## src/rtl/timer_pkg.sv

```systemverilog
// Shared widths, limits, FSM states and preset clamp helpers for the MM:SS timers.
package timer_pkg;

  localparam int UNITS_W      = 4;
  localparam int TENS_W       = 3;
  localparam int UNITS_MAX    = 9;
  localparam int TENS_MAX_DEF = 5;

  typedef enum logic [1:0] {
    IDLE    = 2'd0,
    RUN     = 2'd1,
    PAUSE   = 2'd2,
    EXPIRED = 2'd3
  } state_t;

  // Units digits above 9 saturate at 9.
  function automatic logic [UNITS_W-1:0] clamp_units(input logic [UNITS_W-1:0] v);
    return (v > UNITS_W'(UNITS_MAX)) ? UNITS_W'(UNITS_MAX) : v;
  endfunction

  // Tens digits above their maximum saturate at that maximum.
  function automatic logic [TENS_W-1:0] clamp_tens(input logic [TENS_W-1:0] v,
                                                   input logic [TENS_W-1:0] mx);
    return (v > mx) ? mx : v;
  endfunction

endpackage

```

## src/rtl/bcd_down_digit.sv

```systemverilog
// One BCD down-counting digit: wraps 0 -> MAX with a borrow, clear beats load beats decrement.
module bcd_down_digit #(
  parameter int WIDTH = 4,
  parameter int MAX   = 9
) (
  input  logic             clk,
  input  logic             rst,
  input  logic             load,
  input  logic [WIDTH-1:0] load_val,
  input  logic             dec_en,
  input  logic             clear,
  output logic [WIDTH-1:0] q,
  output logic             borrow_out
);

  localparam logic [WIDTH-1:0] MAX_V = WIDTH'(MAX);

  logic [WIDTH-1:0] q_q, q_d;

  // Next digit value from clear/load/decrement.
  always_comb begin
    q_d = q_q;
    if (clear) begin
      q_d = '0;
    end else if (load) begin
      q_d = load_val;
    end else if (dec_en) begin
      q_d = (q_q == '0) ? MAX_V : q_q - WIDTH'(1);
    end
  end

  // Digit register with synchronous reset.
  always_ff @(posedge clk) begin
    if (rst) q_q <= '0;
    else     q_q <= q_d;
  end

  assign q          = q_q;
  assign borrow_out = dec_en && (q_q == '0);

endmodule

```

## src/rtl/countdown_mmss.sv

```systemverilog
// MM:SS BCD countdown timer: control FSM, preset clamp, digit cascade and alarm counter.
module countdown_mmss
  import timer_pkg::*;
#(
  parameter int ALARM_TICKS  = 10,
  parameter int SEC_TENS_MAX = TENS_MAX_DEF,
  parameter int MIN_TENS_MAX = TENS_MAX_DEF
) (
  input  logic               clk,
  input  logic               rst,
  input  logic               tick,
  input  logic               load,
  input  logic               start,
  input  logic               pause,
  input  logic               clear,
  input  logic [UNITS_W-1:0] preset_su,
  input  logic [TENS_W-1:0]  preset_st,
  input  logic [UNITS_W-1:0] preset_mu,
  input  logic [TENS_W-1:0]  preset_mt,
  output logic [UNITS_W-1:0] out1,
  output logic [TENS_W-1:0]  out2,
  output logic [UNITS_W-1:0] out3,
  output logic [TENS_W-1:0]  out4,
  output logic               running,
  output logic               expired,
  output logic               alarm
);

  localparam logic [TENS_W-1:0] ST_MAX    = TENS_W'(SEC_TENS_MAX);
  localparam logic [TENS_W-1:0] MT_MAX    = TENS_W'(MIN_TENS_MAX);
  localparam logic [7:0]        ALARM_LIM = 8'(ALARM_TICKS);

  state_t     state_q, state_d;
  logic [7:0] acnt_q, acnt_d;

  logic dig_clr, dig_ld, dec_su;
  logic b_su, b_st, b_mu, b_mt_unused;
  logic is_zero, is_one;

  logic [UNITS_W-1:0] su_q, mu_q;
  logic [TENS_W-1:0]  st_q, mt_q;

  assign is_zero = (su_q == '0) && (st_q == '0) && (mu_q == '0) && (mt_q == '0);
  assign is_one  = (su_q == UNITS_W'(1)) && (st_q == '0) && (mu_q == '0) && (mt_q == '0);

  // Control FSM and alarm counter next state; clear > load > pause > start > tick.
  always_comb begin
    state_d = state_q;
    acnt_d  = acnt_q;
    dig_clr = 1'b0;
    dig_ld  = 1'b0;
    dec_su  = 1'b0;
    if (clear) begin
      dig_clr = 1'b1;
      state_d = IDLE;
      acnt_d  = '0;
    end else if (load) begin
      dig_ld  = 1'b1;
      state_d = IDLE;
      acnt_d  = '0;
    end else begin
      unique case (state_q)
        IDLE: begin
          if (!pause && start && !is_zero) state_d = RUN;
        end
        RUN: begin
          if (pause) begin
            state_d = PAUSE;
          end else if (tick) begin
            dec_su = 1'b1;
            // 00:01 reaches 00:00 on this edge, so expiry is decided from the old value.
            if (is_one) begin
              state_d = EXPIRED;
              acnt_d  = '0;
            end
          end
        end
        PAUSE: begin
          if (!pause && start) state_d = RUN;
        end
        EXPIRED: begin
          if (tick && (acnt_q < ALARM_LIM)) acnt_d = acnt_q + 8'd1;
        end
        default: state_d = IDLE;
      endcase
    end
  end

  // State and alarm counter registers.
  always_ff @(posedge clk) begin
    if (rst) begin
      state_q <= IDLE;
      acnt_q  <= '0;
    end else begin
      state_q <= state_d;
      acnt_q  <= acnt_d;
    end
  end

  bcd_down_digit #(.WIDTH(UNITS_W), .MAX(UNITS_MAX)) u_su (
    .clk(clk), .rst(rst), .load(dig_ld), .load_val(clamp_units(preset_su)),
    .dec_en(dec_su), .clear(dig_clr), .q(su_q), .borrow_out(b_su)
  );

  bcd_down_digit #(.WIDTH(TENS_W), .MAX(SEC_TENS_MAX)) u_st (
    .clk(clk), .rst(rst), .load(dig_ld), .load_val(clamp_tens(preset_st, ST_MAX)),
    .dec_en(b_su), .clear(dig_clr), .q(st_q), .borrow_out(b_st)
  );

  bcd_down_digit #(.WIDTH(UNITS_W), .MAX(UNITS_MAX)) u_mu (
    .clk(clk), .rst(rst), .load(dig_ld), .load_val(clamp_units(preset_mu)),
    .dec_en(b_st), .clear(dig_clr), .q(mu_q), .borrow_out(b_mu)
  );

  bcd_down_digit #(.WIDTH(TENS_W), .MAX(MIN_TENS_MAX)) u_mt (
    .clk(clk), .rst(rst), .load(dig_ld), .load_val(clamp_tens(preset_mt, MT_MAX)),
    .dec_en(b_mu), .clear(dig_clr), .q(mt_q), .borrow_out(b_mt_unused)
  );

  assign out1    = su_q;
  assign out2    = st_q;
  assign out3    = mu_q;
  assign out4    = mt_q;
  assign running = (state_q == RUN);
  assign expired = (state_q == EXPIRED);
  assign alarm   = (state_q == EXPIRED) && (acnt_q < ALARM_LIM);

endmodule

```

## config.mk

```make
export PLATFORM = sky130hd
export DESIGN_NAME = countdown_mmss
export DESIGN_NICKNAME = d
export VERILOG_FILES = /design/src/rtl/timer_pkg.sv /design/src/rtl/bcd_down_digit.sv /design/src/rtl/countdown_mmss.sv
export SDC_FILE = /design/constraint.sdc
export NUM_CORES = 1
export LEC_CHECK = 0
export BUFFER_PORTS_ARGS = -buffer_cell sky130_fd_sc_hd__buf_2
export CORE_MARGIN = 1
export CORE_UTILIZATION = 52
export DETAILED_ROUTE_END_ITERATION = 8
export PLACE_DENSITY = 0.77
export SLEW_MARGIN = 20
export SYNTH_ARGS = -nofsm -noshare
export SYNTH_HDL_FRONTEND = slang
export SYNTH_HIERARCHICAL = 1
export SYNTH_SLANG_ARGS = --single-unit
```

## constraint.sdc

```tcl
create_clock -name clk -period 4.22 [get_ports clk]
set_input_delay 0.633 -clock clk [delete_from_list [all_inputs] [get_ports clk]]
set_output_delay 0.633 -clock clk [all_outputs]
set_load 0.02 [all_outputs]
```

==> results of run 1 <==
==> cells in the final DEF (no fill, tap or decap), types with 3 or more instances in the layout <==
cell type / n
a211oi_2: 4
buf_2: 37
o21ai_0: 6
ha_1: 3
a21oi_1: 9
nand2_1: 13
a211oi_1: 5
clkbuf_4: 3
nor2_1: 19
and3_1: 3
dfxtp_1: 24
nor3_1: 4
nor2b_1: 11
inv_1: 9
or3_1: 5
nor4_1: 3
nor4b_4: 3
==> worst paths after layout <==
| check | startpoint | end | slack, ps | depth (start not counted) |
|---|---|---|---|---|
| min | acnt_q[7] | acnt_q[7] | 490 | 1 |
| max reg2reg | state_q[0] | u_mt/q[1] | 780 | 12 |
| min reg2reg | acnt_q[7] | acnt_q[7] | 490 | 1 |
| max | state_q[0] | u_mt/q[1] | 780 | 12 |
==> through the flow <==
step / power (mW) / instances / worst slack [ps] / cell area [µm²] / util, %
after floorplan: 0.2775 / 167 / 607.9 / 1461 / -
after global placement: 0.3006 / 232 / 621.0 / 1684 / 65.59
after detailed placement: 0.3031 / 232 / 495.5 / 1684 / 65.59
after CTS: 0.4236 / 236 / 759.0 / 1720 / 67.01
after global routing: 0.4432 / 236 / 499.5 / 1720 / 67.01
final: 0.4192 / 236 / 778.6 / 1720 / 67.01
==> state kept, by name (all words and copies together), names as in the netlist <==
register / flops
acnt_q: 8
u_mu/q: 4
u_su/q: 4
u_mt/q: 3
u_st/q: 3
state_q: 2
==> power groups by stage <==
stage | Sequential [mW] | Clock (mW) | Combinational, mW
floorplan | 0.246 | 0 | 0.0316
CTS | 0.237 | 0.125 | 0.0611
global placement | 0.242 | 0 | 0.0585
finish | 0.237 | 0.121 | 0.0613
detailed placement | 0.242 | 0 | 0.0608
global route | 0.238 | 0.137 | 0.0681
==> critical path, delay by kind of cell, from the launching register on <==
| kind | cells | cell delay (ps) |
|---|---|---|
| AO/OA/AOI/OAI | 2 | 290 |
| AND/OR/NAND/NOR | 9 | 2420 |
| flip-flops | 1 | 450 |
| buffers and inverters | 1 | 160 |
==> cell type report <==
type / count / area [µm²]
fillers: 224 / 847.1
flip-flops and latches: 24 / 480.5
multi-input cells: 130 / 932.1
repair buffers: 39 / 200.2
inverters: 9 / 33.78
well taps: 30 / 37.54
clock buffers: 4 / 36.28
==> per-layer routing <==
layer / share of wire [%] / global-route usage, % / wire length [µm]
met5: 0 / 0 / 0
met1: 49 / 29.87 / 1533
met2: 45 / 36.14 / 1389
met4: 1.3 / 8.333 / 41
met3: 4.9 / 4.098 / 152
==> flow_summary_export.csv, run 1 <==
group,metric,value,unit
global_routing,grt_max_degree,21,
route,dr.pass1.iters,4,
synthesis,syn_avg_cell_area,8.751,µm²
placed_design,port-buffer-count,37,
pwr,p_int,0.3092,mW
worst_setup_path,start_kind,"flop",
global_routing,overflow,0,
sta,setup_viol,0,
worst_setup_path,path_cells,"nand2_2 -> or3_2 -> nor3_1 -> buf_4 -> nor4b_4 -> nor2b_1 -> and2_2 -> nor4b_4 -> nor2b_1 -> or2b_1 -> a211oi_1 -> a2111oi_0",
sta,slew_headroom,68.74,%
sta,min_period,3441,ps
worst_setup_path,crit_fanout,7,
sta,hold_violations,0,
placed_design,dp_hpwl,2330,µm
pwr,p_clk_share,28.8,%
synthesis,ys_warn_count,6,
clock_network,clkSlewWorstSetupHoldPaths,130,ps
worst_setup_path,worstSetupPathType,"reg -> reg",
synthesis,synth_nets,191,
final_layout,syn_to_final_growth,17.72,%
sta,slew_viol_final,0,
clock_network,numCtsBuffers,3,
clock_network,cts_tree,"built",
route,drt_iter0_markers,29,
floorplanning,coreArea,2567,µm²
floorplanning,chipWidth,55.02,µm
route,wirelength,3117,µm
flow_run,drv_cap,0,
global_routing,grtUsageTotal,22.53,%
sta,rsz0062_at_grt,"false",
worst_setup_path,critPathSlowestCell,"dfxtp_1",
final_layout,final_nets,231,
synthesis,syn_area,1461,µm²
clock_network,cts_setup_buffers,0,
route,drc,0,
worst_setup_path,worstPathRequired,4420,ps
sta,fmax,290.6,MHz
sta,tns,0,ps
route,drtAntennaViolNets,0,
clock_network,cts-root-buf,"clkbuf_4",
clock_network,clock-sinks,24,
pwr,p_sw,0.1100,mW
pwr,leakagePower,0.6909,nW
placed_design,gp_congestion,0.7405,
sta,final.setup_skew,7.842,ps
clock_network,cts_resized,0,
floorplanning,num_rows,18,
worst_setup_path,cpPeakStageDelay,450,ps
floorplanning,ios,38,
clock_network,htree_levels,1,
route,via_per_inst,5.780,
route,vias,1364,
sta,hold_ws,491.6,ps
sta,post-route-period-util,81.55,%
pwr,combPwrFrac,14.6,%
clock_network,cts_max_path_buffers,2,
worst_setup_path,endpoint_kind,"flop",
pwr,power.density,243.6,nW/µm²
outcome,status,"finished clean",
clock_network,holdBufCountCts,0,
pwr,swShare,26.25,%
final_layout,diodes,0,
pwr,worst_ir_drop_vdd,0.0002023,V
clock_network,clock_latency,310,ps
floorplanning,die-area,3027,µm²
final_layout,drive_above_1_share,31.55,%
route,wire_per_inst,13.21,µm
floorplanning,fp.dieH,55.02,µm
synthesis,synthCells,167,
global_routing,grt_pass1_vias,1142,
floorplanning,start_util,56.92,%
worst_setup_path,cp.arrival,3640,ps
global_routing,antenna_found_initial,0,
sta,tightestPinTransition,457.1,ps
pwr,seq_power_share,56.6,%
global_routing,grt_pass1_wl,4850,µm
hold_path,holdCritPathClass,"reg -> reg",
No activity file was read; power rests on OpenSTA's default activity.
==> inputs of run 2 (changes only) <==
- clock period: 4.22 -> 3.2 ns (I/O delays scaled with it)
==> flow_summary_export.csv, run 2 (synthesis results as in run 1) <==
group,metric,value,unit
final_layout,final_cell_mix,"buf_2, dfxtp_1, nor2_1, nand2_1",
final_layout,final_nets,233,
global_routing,grt_max_degree,17,
worst_setup_path,r2r_start,"state_q[0]",
worst_setup_path,endpoint_kind,"flop",
route,drc,0,
outcome,status,"finished clean",
floorplanning,chipWidth,55.02,µm
route,wire_per_inst,13.94,µm
sta,fmax,329.8,MHz
worst_setup_path,worstPathRequired,3400,ps
hold_path,hold_depth,3,
final_layout,drive_above_1_share,33.65,%
sta,hold_violations,0,
route,dr_wl_met3,126,µm
sta,tns,0,ps
clock_network,clock_latency,310,ps
placed_design,placedCellCount,234,
placed_design,dp_hpwl,2507,µm
floorplanning,ios,38,
global_routing,antenna_found_initial,0,
placed_design,port-buffer-count,37,
global_routing,grtUsageTotal,23.45,%
final_layout,register_area,480.5,µm²
pwr,power.total,0.5529,mW
sta,timing.final.ws_setup,168.0,ps
sta,post-route-period-util,94.75,%
global_routing,grt_pass1_vias,1202,
clock_network,cts_tree,"built",
route,wirelength_met1,1588,µm
floorplanning,coreArea,2567,µm²
sta,slew_headroom,69.96,%
worst_setup_path,start_kind,"flop",
route,wirelength,3318,µm
clock_network,cts_setup_buffers,0,
worst_setup_path,worst-r2r-setup-slack,170,ps
route,drt_iter0_markers,47,
pwr,leakagePower,0.7031,nW
route,topRoutingLayerUsed,"met4",
hold_path,holdCritPathClass,"in -> reg",
floorplanning,die-area,3027,µm²
sta,tightestPinTransition,447.1,ps
placed_design,gp_congestion,0.8162,
sta,rsz0062_at_grt,"false",
worst_setup_path,worstSetupPathType,"reg -> reg",
sta,setup_viol,0,
route,drtAntennaViolNets,0,
hold_path,hold-path-endpoint,"u_mt/q[2]",
clock_network,clock-sinks,24,
route,via_per_inst,5.777,
final_layout,fillers,216,
final_layout,diodes,0,
hold_path,holdCritStartpoint,"preset_mt[2]",
clock_network,htree_levels,1,
clock_network,cts-root-buf,"clkbuf_4",
global_routing,grt_pass1_wl,5133,µm
route,dr.pass1.iters,4,
flow_run,drv_cap,0,
final_layout,multiInputGateArea,947.2,µm²
floorplanning,num_rows,18,
route,vias,1375,
clock_network,cts_max_path_buffers,2,
final_layout,largest_reg_flops,8,
pwr,power.density,315.9,nW/µm²
clock_network,numCtsBuffers,3,
sta,min_period,3032,ps
worst_setup_path,r2r_cells,11,
floorplanning,fp.dieH,55.02,µm
global_routing,overflow,0,
final_layout,syn_to_final_growth,19.78,%
sta,final.setup_skew,3.947,ps
pwr,worst_ir_drop_vdd,0.0002237,V
worst_setup_path,cp.arrival,3230,ps
sta,slew_viol_final,0,
placed_design,pre_cts_ws,65.06,ps
final_layout,regMostFlops,"acnt_q",
route,wl_met2,1555,µm
worst_setup_path,crit_fanout,6,
worst_setup_path,r2r_end,"u_mt/q[1]",
final_layout,final_cells,238,
clock_network,clkSlewWorstSetupHoldPaths,130,ps
final_layout,mostFrequentLayoutCell,"buf_2",
floorplanning,start_util,56.92,%
## run 2: changes by cell type in the layout (fill, tap and decap cells not counted), sizes merged
cell,before,now
buf,39,41
## run 2: routing by layer
layer | vias to the layer above | global-route usage, %
met5 | - | 0
met4 | 0 | 7.917
met3 | 8 | 3.279
met2 | 41 | 39.76
met1 | 634 | 30.21
li1 | 692 | -
## run 2: final cells by class
class	count	area share, %
well taps	30	2.144
repair buffers	41	12.29
flip-flops and latches	24	27.45
multi-input cells	130	54.11
clock buffers	4	2.073
inverters	9	1.930
## run 2: worst max-delay path by stage
stage | end | cells after the start | slack (ps) | from
after floorplan | u_mt/q[1] | 11 | 20 | tick
after global placement | u_mt/q[1] | 12 | 170 | tick
after detailed placement | u_mt/q[1] | 12 | 70 | tick
after CTS | u_mt/q[2] | 11 | 180 | state_q[0]
after global routing | u_mt/q[2] | 11 | 3 | state_q[0]
final | u_mt/q[1] | 11 | 170 | state_q[0]
## run 2: per-stage QoR
step                utilization, %  area (µm²)  hold slack (ps)
global placement             66.57        1709            459.6
finish                       68.18        1750            438.8
detailed placement           66.57        1709            456.3
global route                 68.18        1750            456.1
floorplan                        -        1471            437.7
CTS                          67.98        1745            434.1
## run 2: report_power, final
part / internal, mW / leakage, nW / switching [mW] / total [mW]
clock network: 0.0694 / 0.0210 / 0.0891 / 0.159
logic: 0.0343 / 0.488 / 0.0467 / 0.0810
registers: 0.304 / 0.194 / 0.00922 / 0.313
## run 2: worst max-delay path: stages (launching register included)
cell and delay, ps:
dfxtp_1 460, nand2_2 140, or3_2 450, nor3_2 150, nor4b_4 230, nor2b_2 190
and2_2 200, nor4b_4 280, nor2b_4 250, or2b_1 240, a211oi_1 250, a2111oi_0 90
## run 2: what timing repair did
| item | CTS | global route |
|---|---|---|
| setup endpoints to repair | 0 | 2 |
| gates resized for setup | 0 | 1 |
| hold endpoints to repair | 0 | 0 |
| hold buffers | 0 | 0 |
